### src/rtl/ssd_scan_driver.sv
// Multiplexed N-digit seven-segment scan driver with frame-synchronous updates.
// Optional blink support is compiled in when SSD_BLINK_EN is defined.
module ssd_scan_driver #(
    parameter int NUM_DIGITS   = 4,
    parameter int SCAN_BITS    = 18,
    parameter int BLINK_FRAMES = 64
) (
    input  logic                    clk,
    input  logic                    reset,
    input  logic [4*NUM_DIGITS-1:0] digits_in,
    input  logic [NUM_DIGITS-1:0]   blank_in,
    input  logic [NUM_DIGITS-1:0]   dp_in,
    input  logic [NUM_DIGITS-1:0]   blink_in,
    input  logic [3:0]              bright,
    input  logic                    load,
    output logic                    busy,
    output logic [NUM_DIGITS-1:0]   an,
    output logic [7:0]              seg,
    output logic [2:0]              scan_idx,
    output logic                    frame_tick
);

    localparam logic [2:0] LAST_IDX = 3'(NUM_DIGITS - 1);

    logic [SCAN_BITS-1:0]    slot_cnt_q, slot_cnt_d;
    logic [2:0]              idx_q, idx_d;
    logic                    frame_tick_q;
    logic                    busy_q, busy_d;
    logic [NUM_DIGITS-1:0]   an_q, an_d;
    logic [7:0]              seg_q, seg_d;
    logic [4*NUM_DIGITS-1:0] act_digits_q, act_digits_d, pend_digits_q, pend_digits_d;
    logic [NUM_DIGITS-1:0]   act_blank_q, act_blank_d, pend_blank_q, pend_blank_d;
    logic [NUM_DIGITS-1:0]   act_dp_q, act_dp_d, pend_dp_q, pend_dp_d;
    logic                    slot_max, wrap;
    logic [3:0]              cur_hex;
    logic                    cur_blank, cur_dp, blink_dark, anode_on;

    function automatic logic [6:0] hex_to_seg(input logic [3:0] h);
        case (h)
            4'h0: hex_to_seg = 7'b0000001;
            4'h1: hex_to_seg = 7'b1001111;
            4'h2: hex_to_seg = 7'b0010010;
            4'h3: hex_to_seg = 7'b0000110;
            4'h4: hex_to_seg = 7'b1001100;
            4'h5: hex_to_seg = 7'b0100100;
            4'h6: hex_to_seg = 7'b0100000;
            4'h7: hex_to_seg = 7'b0001111;
            4'h8: hex_to_seg = 7'b0000000;
            4'h9: hex_to_seg = 7'b0000100;
            4'hA: hex_to_seg = 7'b0001000;
            4'hB: hex_to_seg = 7'b1100000;
            4'hC: hex_to_seg = 7'b0110001;
            4'hD: hex_to_seg = 7'b1000010;
            4'hE: hex_to_seg = 7'b0110000;
            default: hex_to_seg = 7'b0111000;
        endcase
    endfunction

    assign slot_max = &slot_cnt_q;
    assign wrap     = slot_max && (idx_q == LAST_IDX);

    always_comb begin
        slot_cnt_d = slot_cnt_q + 1'b1;
        idx_d      = idx_q;
        if (slot_max) begin
            idx_d = wrap ? 3'd0 : idx_q + 3'd1;
        end
    end

    // A load landing on the wrap edge bypasses pending and commits at once.
    always_comb begin
        act_digits_d  = act_digits_q;
        act_blank_d   = act_blank_q;
        act_dp_d      = act_dp_q;
        pend_digits_d = pend_digits_q;
        pend_blank_d  = pend_blank_q;
        pend_dp_d     = pend_dp_q;
        busy_d        = busy_q;
        if (load) begin
            pend_digits_d = digits_in;
            pend_blank_d  = blank_in;
            pend_dp_d     = dp_in;
        end
        if (wrap) begin
            busy_d       = 1'b0;
            act_digits_d = load ? digits_in : pend_digits_q;
            act_blank_d  = load ? blank_in  : pend_blank_q;
            act_dp_d     = load ? dp_in     : pend_dp_q;
        end else if (load) begin
            busy_d = 1'b1;
        end
    end

`ifdef SSD_BLINK_EN
    localparam int BC_W = (BLINK_FRAMES > 1) ? $clog2(BLINK_FRAMES) : 1;
    localparam logic [BC_W-1:0] BC_LAST = BC_W'(BLINK_FRAMES - 1);

    logic [NUM_DIGITS-1:0] act_blink_q, pend_blink_q;
    logic [BC_W-1:0]       blink_cnt_q;
    logic                  blink_phase_q;
    logic                  cur_blink;

    always_ff @(posedge clk or negedge reset) begin
        if (!reset) begin
            act_blink_q   <= '0;
            pend_blink_q  <= '0;
            blink_cnt_q   <= '0;
            blink_phase_q <= 1'b0;
        end else begin
            if (load) begin
                pend_blink_q <= blink_in;
            end
            if (wrap) begin
                act_blink_q <= load ? blink_in : pend_blink_q;
                if (blink_cnt_q == BC_LAST) begin
                    blink_cnt_q   <= '0;
                    blink_phase_q <= ~blink_phase_q;
                end else begin
                    blink_cnt_q <= blink_cnt_q + 1'b1;
                end
            end
        end
    end

    always_comb begin
        cur_blink = 1'b0;
        for (int i = 0; i < NUM_DIGITS; i++) begin
            if (idx_q == 3'(i)) cur_blink = act_blink_q[i];
        end
    end

    assign blink_dark = cur_blink && blink_phase_q;
`else
    logic blink_unused;
    assign blink_unused = ^blink_in;
    assign blink_dark   = 1'b0;
`endif

    assign anode_on = (slot_cnt_q[SCAN_BITS-1 -: 4] <= bright);

    always_comb begin
        cur_hex   = 4'h0;
        cur_blank = 1'b1;
        cur_dp    = 1'b0;
        for (int i = 0; i < NUM_DIGITS; i++) begin
            if (idx_q == 3'(i)) begin
                cur_hex   = act_digits_q[4*i +: 4];
                cur_blank = act_blank_q[i];
                cur_dp    = act_dp_q[i];
            end
        end
        an_d  = '1;
        seg_d = 8'hFF;
        if (anode_on && !cur_blank && !blink_dark) begin
            for (int i = 0; i < NUM_DIGITS; i++) begin
                if (idx_q == 3'(i)) an_d[i] = 1'b0;
            end
            seg_d = {hex_to_seg(cur_hex), ~cur_dp};
        end
    end

    always_ff @(posedge clk or negedge reset) begin
        if (!reset) begin
            slot_cnt_q    <= '0;
            idx_q         <= 3'd0;
            frame_tick_q  <= 1'b0;
            busy_q        <= 1'b0;
            an_q          <= '1;
            seg_q         <= 8'hFF;
            act_digits_q  <= '0;
            act_blank_q   <= '1;
            act_dp_q      <= '0;
            pend_digits_q <= '0;
            pend_blank_q  <= '1;
            pend_dp_q     <= '0;
        end else begin
            slot_cnt_q    <= slot_cnt_d;
            idx_q         <= idx_d;
            frame_tick_q  <= wrap;
            busy_q        <= busy_d;
            an_q          <= an_d;
            seg_q         <= seg_d;
            act_digits_q  <= act_digits_d;
            act_blank_q   <= act_blank_d;
            act_dp_q      <= act_dp_d;
            pend_digits_q <= pend_digits_d;
            pend_blank_q  <= pend_blank_d;
            pend_dp_q     <= pend_dp_d;
        end
    end

    assign an         = an_q;
    assign seg        = seg_q;
    assign busy       = busy_q;
    assign scan_idx   = idx_q;
    assign frame_tick = frame_tick_q;

endmodule

### config.mk
export PLATFORM = sky130hd
export DESIGN_NAME = ssd_scan_driver
export DESIGN_NICKNAME = d
export VERILOG_FILES = /design/src/rtl/ssd_scan_driver.sv
export SDC_FILE = /design/constraint.sdc
export NUM_CORES = 1
export LEC_CHECK = 0
export BUFFER_PORTS_ARGS = -buffer_cell sky130_fd_sc_hd__buf_4
export CORE_MARGIN = 10
export CORE_UTILIZATION = 45
export DETAILED_ROUTE_END_ITERATION = 10
export HOLD_SLACK_MARGIN = 0.12
export PLACE_DENSITY = 0.72
export SLEW_MARGIN = 20
export SYNTH_ARGS = -nofsm -noshare
export SYNTH_HDL_FRONTEND = slang
export SYNTH_SLANG_ARGS = --single-unit
### constraint.sdc
create_clock -name clk -period 2.4 [get_ports clk]
set_input_delay 0.24 -clock clk [delete_from_list [all_inputs] [get_ports clk]]
set_output_delay 0.24 -clock clk [all_outputs]
set_load 0.005 [all_outputs]
=== Word level (Yosys, flattened, before mapping) ===
Memory sizes are Yosys's and may differ from the RTL's.
Index checks and enable logic that the tools add are counted.

* $lt $le $gt $ge: 1
* Bitwise logic cells: 1
* Muxes and demuxes: 24
* Reduce and logical (&&, ||, !) cells: 6
* Add/sub/neg operators: 2
* Eq/ne operators: 3

{| class="wikitable"
|+ Operator list
! operator !! number
|-
| $mux 4 || 7
|-
| $add 18x1->18 const B || 1
|-
| $reduce_and 18->1 || 1
|-
| $mux 16 || 1
|-
| $mux 1 || 14
|-
| $mux 8 || 1
|-
| $eq 3x2->1 const B || 2
|-
| $le 4x4->1 || 1
|-
| $add 3x1->3 const B || 1
|-
| $eq 3x1->1 const B || 1
|-
| $logic_not 3->1 || 1
|-
| $mux 3 || 1
|-
| $logic_and 1x1->1 || 2
|-
| $reduce_bool 2->1 || 1
|-
| $logic_not 1->1 || 1
|-
| $not 1->1 || 1
|}

* Bits in read-only memories: 112
* Memories kept: 1
* Word-level logic and storage cells: 50
* Bits in registers: 83
* Output and inout bits: 17

{| class="wikitable"
|+ Memory list
! name !! words !! bits a word !! rd ports !! clocked after Yosys merged registers in !! wr ports !! line !! source
|-
| (name not given) || 16 || 7 || 1 || 0 || 0 || 39 || <nowiki>case (h)</nowiki>
|}

=== Logic depth before layout (Yosys ltp) ===
Gate-level depths: netlist (run 1).

* Depth in word-level cells: 8
* Mapped depth: 12
* Mapped depth without buffers: 11

=== Worst setup path after synthesis (run 1) ===
No wires, ideal clock.

* Path type: flip-flop to flip-flop
* Start point: register idx_q[1] (netlist: scan_idx[1])
* End point: register seg_q[6] (netlist: seg[6])
* Arrival: 2411 ps
* Slack: -122 ps
* Stages on the path, launching flop included: 12
* Library setup time: 111 ps
* Required time: 2289 ps
* Path through: dfrtp_1 > inv_1 > ha_1 > buf_2 > nor2b_1 > a221oi_1 > a221oi_1 > nor2b_1 > inv_1 > ha_1 > nor2_1 > o311ai_0

* Longest elaborated chain between the ends: 8
* Elaborated cells between the ends (all ways): 16

{| class="wikitable"
|+ RTL lines
! item !! line !! source
|-
| from (decl) || 26 || <nowiki>logic [2:0] idx_q, idx_d;</nowiki>
|-
| from (signal assigned) || 178 || <nowiki>idx_q <= idx_d;</nowiki>
|-
| parallel branches: the longest is 7 deep, another holds $mem_v2 16x7 || -- ||
|-
| $mux 8 * || 154 || <nowiki>if (anode_on && !cur_blank && !blink_dark) begin</nowiki>
|-
| via seg_d[6] || 30 || <nowiki>logic [7:0] seg_q, seg_d;</nowiki>
|-
| to (signal assigned) || 182 || <nowiki>seg_q <= seg_d;</nowiki>
|-
| to (decl) || 30 ||
|}

Mark *: on every way through the listed nets, which the timed path passes.
A chain may end at the register's enable or synchronous reset.

=== Worst setup path after layout (run 1) ===
* Start point: register idx_q[1] (netlist: scan_idx[1])
* End point: register seg_q[3] (netlist: seg[3])

The elaborated chain is that of the path after synthesis.

==> flow_summary.ini, run 1 <==
[sta]
hold_slack_ns = 0.137
fin_crit_sh_pct = 95.4
finalHoldViolCount = 0
setup_violations = 0
fmax_mhz = 437
period_minus_slack_ns = 2.29
slew_headroom_pct = 62.0
tightest_slew_ns = 0.571
skew_ns = 0.0124
maxSlewViolCount = 0

[global_route]
grt_max_degree = 45
grt-busiest-layer = met2
grt_pass1_wl_um = 12800
use_met1_pct = 16.1
antenna_found_initial = 0
first_global_vias = 2515
grt.met2_usage_pct = 19.1
grt_remaining_overflow = 0
met3_usage_pct = 3.49
grt_usage_pct = 12.4

[synthesis]
synth-seq-cells = 83
syn_area_sq_um = 3800
async_flop_share_pct = 100
synth_xor_area_share_pct = 3.69
syn-num-nets = 343
yosys.area_share.simple_pct = 10.9
synth.area.mux_share_pct = 16.0
synth_top_family_by_area = multiplexers
synth_adder_area_share_pct = 4.94
yosysWarnings = 0
syn_area_per_cell_sq_um = 13.0
ys.flop_type = dfrtp_1
yosysSeqAreaShare_pct = 55.4
synth_cells = 293
ys_types = 44
synth_edf_count = 0
synth_compound_area_share_pct = 6.33

[status]
status = finished, final reports clean

[floorplanning]
die_w_um = 112
ios = 52
core_area_sq_um = 8220
dieArea_sq_um = 12500
num_rows = 33
floorplan.initialDensity_pct = 46.2
die_h_um = 112

[drt]
postRouteAntennaNets = 0
drc_errors = 0
via_per_inst = 5.15
vias = 2433
wl_per_cell_um = 16.2
drtIter0Drc = 83
drt_pre_antenna_iters = 4
wirelength_um = 7640

[critical_path]
slowest_delay_ns = 0.42
critPathCapture = seg[3]
cp.required_ns = 2.67
arrival_ns = 2.56
crit_slowest_cell = dfrtp_1
crit_type = reg -> reg
critPathLaunchType = flop
reg2reg_depth = 10
endpoint_kind = flop
path_cells = buf_4 > ha_1 > or2_4 > a221oi_2 > a221oi_2 > nor2b_4 > buf_4 > ha_1 > or3_1 > o2111ai_1
reg2reg_slack_ns = 0.11
rr_startpoint = scan_idx[1]
cp_max_fo = 4
critPathLaunch = scan_idx[1]
regToRegEndpoint = seg[3]

[layout]
finalNonFillerCells = 472
antennaDiodeCount = 0
nets = 412
final_common_cell = buf_4
n_fill_cell = 677
area_growth_pct = 22.8
layout_common_cells = 63 x buf_4, 62 x dfrtp_1, 30 x mux2_2
drive_above_1_share_pct = 44.7

[pwr]
combPwrFrac_pct = 9.4
peakVddDrop_mv = 0.315
sw_frac_of_total_pct = 23.1
clock_power_share_pct = 37.1
p_sw_uw = 657
pwr-share-seq_pct = 53.5
power_density_nw_per_um2 = 609
p_int_uw = 2180
p_leak_uw = 0.00222

[placement]
port_buffers = 47
gp_congestion = 0.794
hpwl_um = 5350
dp_cells = 449

[clocking]
cts_buffers = 9
cts.reportedPaths.clkPinSlew_ns = 0.09
insertion_delay_ns = 0.35
htreeDepth = 3
cts_tree = done
clock-sinks = 83
clockBufferDepth = 2
clockRootBuffer = clkbuf_8

[hold_path]
hp-class = in -> reg

[run]
cap_violations = 0
-- area by class of cell --
type                       count  area [sq um]  area share, %
clock buffer                  11           151           3.25
sequential                    83          2100           45.1
clock inverter                 5          60.1           1.29
timing repair buffer          68           533           11.4
inverter                      13          48.8           1.05
tap                          105           131           2.82
multi-input combinational    187          1640           35.1
-- metrics by stage --
step / worst slack [ns] / instance area, sq um / power (uW) / util [%] / setup TNS [ns]
after CTS: 0.000647 / 4610 / 2860 / 56.1 / 0
after floorplan: 0.0431 / 3810 / 1670 / - / 0
after global placement: 0.0681 / 4360 / 1800 / 53.0 / 0
after detailed placement: -0.0204 / 4360 / 1810 / 53.0 / -0.0204
after global routing: -0.0399 / 4660 / 2960 / 56.8 / -0.0735
final: 0.110 / 4660 / 2840 / 56.8 / 0
-- metal layers --
metal / vias up / part of all wire [%]
met3: 8 / 4.4
met2: 52 / 48
met4: 0 / 1.6
li1: 1172 / -
met5: - / 0
met1: 1201 / 46
-- cells by family (layout without fill, tap and decap cells) --
| logic type | count (synthesis) | count (layout) |
|---|---|---|
| xor+xnor | 16 | 16 |
| mux | 48 | 48 |
| buf+inv | 23 | 97 |
| fa+ha+maj | 15 | 15 |
| simple gates | 75 | 75 |
| compound gates | 33 | 33 |
| flops | 83 | 83 |
-- power by group through the flow --
| stage | Sequential, uW | Combinational (uW) | Clock (uW) |
|---|---|---|---|
| after floorplan | 1540 | 134 | 0 |
| after global placement | 1540 | 253 | 0 |
| after detailed placement | 1550 | 261 | 0 |
| after CTS | 1520 | 268 | 1080 |
| after global routing | 1530 | 298 | 1140 |
| final | 1520 | 268 | 1050 |
-- worst min-delay path by stage --
stage / start / end / slack [ns] / cells after the start
5_1_grt: digits_in[7] / pend_digits_q[7] / 0.13 / 2
3_5_place_dp: reset / busy / 0.28 / 1
6_report: digits_in[4] / pend_digits_q[4] / 0.14 / 2
4_1_cts: dp_in[1] / pend_dp_q[1] / 0.12 / 2
3_3_place_gp: reset / slot_cnt_q[6] / 0.27 / 1
2_1_floorplan: reset / act_digits_q[0] / -0.06 / 0
-- cells in the mapped netlist, types with 2 or more instances --
master	count	share of area, %
and3_1	4	0.66
dfrtp_1	63	42
inv_1	13	1.3
buf_6	2	0.59
xor2_1	3	0.69
nand2_1	21	2.1
nor2_1	8	0.79
nand2b_1	2	0.33
o311ai_0	2	0.46
nor2b_1	9	1.5
buf_2	3	0.40
nor3_1	2	0.26
a21oi_1	3	0.40
a211oi_1	2	0.40
or3_1	2	0.33
mux2_2	30	8.9
a21o_1	2	0.40
a21boi_0	2	0.40
a221o_1	3	0.79
nand4_1	4	0.66
mux2_4	18	7.1
clkbuf_1	4	0.40
a32oi_1	2	0.46
ha_1	15	4.9
and4_1	2	0.46
nand3_1	13	1.7
a221oi_1	4	0.92
dfstp_2	20	14
xnor2_1	13	3.0
o21ai_0	8	1.1
-- worst max-delay path, delay by kind of cell, from the launching register on --
family | cells | cell delay [ns]
AO/OA/AOI/OAI | 3 | 0.38
flip-flops | 1 | 0.42
AND/OR/NAND/NOR | 3 | 0.77
buffers and inverters | 2 | 0.29
adder cells (fa/ha/maj) | 2 | 0.34
-- sequential cells by signal (all words and copies together), names as in the netlist, 4 cells and up --
| signal | flops |
|---|---|
| act_blank_q | 4 |
| act_digits_q | 16 |
| act_dp_q | 4 |
| an | 4 |
| pend_blank_q | 4 |
| pend_digits_q | 16 |
| pend_dp_q | 4 |
| seg | 8 |
| slot_cnt_q | 18 |
-- repair_timing --
| action | 4_1_cts | 5_1_grt |
|---|---|---|
| setup buffers | 0 | 3 |
| pin swaps | 0 | 1 |
| gates resized for setup | 2 | 12 |
| endpoints found under the setup margin | 4 | 7 |
| endpoints found under the hold margin | 36 | 0 |
| hold buffers | 4 | 0 |
Power figures use the tool's default switching activity.
==> run 2, diff against run 1 <==
- REMOVE_ABC_BUFFERS: default -> 1
==> flow_summary.ini, run 2 (same netlist as run 1, synthesis figures left out) <==
[drt]
wl_met1_um = 3530
postRouteAntennaNets = 0
top_layer = met4
drc_errors = 0
via_per_inst = 5.23
wirelength_um = 7680
drtIter0Drc = 83
wl_met2_um = 3750
wl_met3_um = 315
drt_pre_antenna_iters = 4
vias = 2459
wl_per_cell_um = 16.3

[sta]
fin_crit_sh_pct = 96.4
hold_slack_ns = 0.136
skew_ns = 0.00727
fmax_mhz = 432
maxSlewViolCount = 0
finalHoldViolCount = 0
setup_tns_ns = 0
period_minus_slack_ns = 2.31
tightest_slew_ns = 0.517
slew_headroom_pct = 65.5
setup_violations = 0

[hold_path]
hp-class = in -> reg

[global_route]
grt_max_degree = 45
grt_pass1_wl_um = 12400
first_global_vias = 2495
grt_usage_pct = 12.1
grt_remaining_overflow = 0
antenna_found_initial = 0

[floorplanning]
die_w_um = 112
floorplan.initialDensity_pct = 46.2
dieArea_sq_um = 12500
core_area_sq_um = 8220
die_h_um = 112
ios = 52
num_rows = 33

[critical_path]
endpoint_kind = flop
path_cells = buf_4 > ha_1 > buf_4 > a221o_1 > a32oi_2 > buf_6 > ha_1 > a211oi_2 > o21ai_2
arrival_ns = 2.60
cp_max_fo = 11
crit_type = reg -> reg
critPathLaunchType = flop
slowest_delay_ns = 0.42
reg2reg_slack_ns = 0.09
cp.required_ns = 2.68
crit_slowest_cell = dfrtp_1

[layout]
regMostFlops = slot_cnt_q
drive_above_1_share_pct = 47.1
n_fill_cell = 662
nets = 410
largestRegisters = slot_cnt_q x18, act_digits_q x16, pend_digits_q x16
final_common_cell = dfrtp_1
area_growth_pct = 24.1
largest_reg_flops = 18
antennaDiodeCount = 0
layout_common_cells = 63 x dfrtp_1, 62 x buf_4, 30 x mux2_2

[pwr]
p_leak_uw = 0.00222
peakVddDrop_mv = 0.376
power_density_nw_per_um2 = 620
power.total_uw = 2920

[status]
status = finished, final reports clean

[clocking]
cts_buffers = 9
htreeDepth = 3
insertion_delay_ns = 0.35
clockRootBuffer = clkbuf_8
clock-sinks = 83
cts_tree = done
clockBufferDepth = 2
cts.reportedPaths.clkPinSlew_ns = 0.08

[placement]
hpwl_um = 5170
gp_congestion = 0.827
port_buffers = 47

[run]
cap_violations = 0
-- run 2: cell types whose count changed in the layout (fill, tap and decap cells not counted), moves of 2 or more --
| cell | previous run | this run |
|---|---|---|
| a221oi_4 | 0 | 2 |
| ha_2 | 2 | 5 |
| buf_6 | 0 | 2 |
| clkinv_2 | 1 | 3 |
| ha_1 | 13 | 10 |
| a221oi_2 | 2 | 0 |
| dlygate4sd3_1 | 4 | 1 |
-- run 2: path summary, 6_finish.rpt --
kind                                startpoint               end  depth (start not counted)
worst min register to register  slot_cnt_q[12]    slot_cnt_q[12]                          1
max in group asynchronous                reset            seg[6]                          3
worst max register to register     scan_idx[1]            seg[4]                          9
min in group asynchronous                reset    slot_cnt_q[12]                          2
worst min-delay path              digits_in[1]  pend_digits_q[1]                          2
worst max-delay path               scan_idx[1]            seg[4]                          9
-- run 2: metrics by stage --
| step | cells | setup WS (ns) | area (sq um) | utilization, % |
|---|---|---|---|---|
| 6_report | 470 | 0.0858 | 4710 | 57.3 |
| 5_1_grt | 470 | -0.00245 | 4710 | 57.3 |
| 4_1_cts | 469 | 0.0175 | 4630 | 56.3 |
| 3_5_place_dp | 451 | -0.146 | 4360 | 53.0 |
| 3_3_place_gp | 451 | 0.0372 | 4360 | 53.0 |
| 2_1_floorplan | 283 | -0.0927 | 3740 | - |
-- run 2: metal layers --
layer / vias to the layer above / global-route usage [%]
met4: 0 / 5.40
met1: 1238 / 14.9
met5: - / 0
met3: 6 / 3.33
met2: 49 / 19.1
li1: 1166 / -
-- run 2: what timing repair did --
action,in CTS,in global routing
setup endpoints to repair,6,7
hold endpoints to repair,29,0
setup buffers,1,1
gates resized for setup,6,24
pin swaps,0,1
hold buffers,1,0
-- run 2: power by group --
group	switching [uW]	total (uW)	internal [uW]
clock network	493	1130	638
registers	28.8	1520	1490
logic	120	271	151
-- run 2: layout make-up --
class / instances / area (sq um) / share of cell area [%]
timing repair buffer: 66 / 518 / 11.0
multi-input combinational: 187 / 1690 / 35.8
sequential: 83 / 2100 / 44.6
tap: 105 / 131 / 2.79
inverter: 13 / 48.8 / 1.04
clock inverter: 5 / 75.1 / 1.59
clock buffer: 11 / 151 / 3.21
-- run 2: critical path, delay by kind of cell (launching register included) --
kind	cells	cell delay (ns)
compound gates	4	0.87
fa+ha+maj	2	0.44
buf+inv	3	0.51
flops	1	0.42
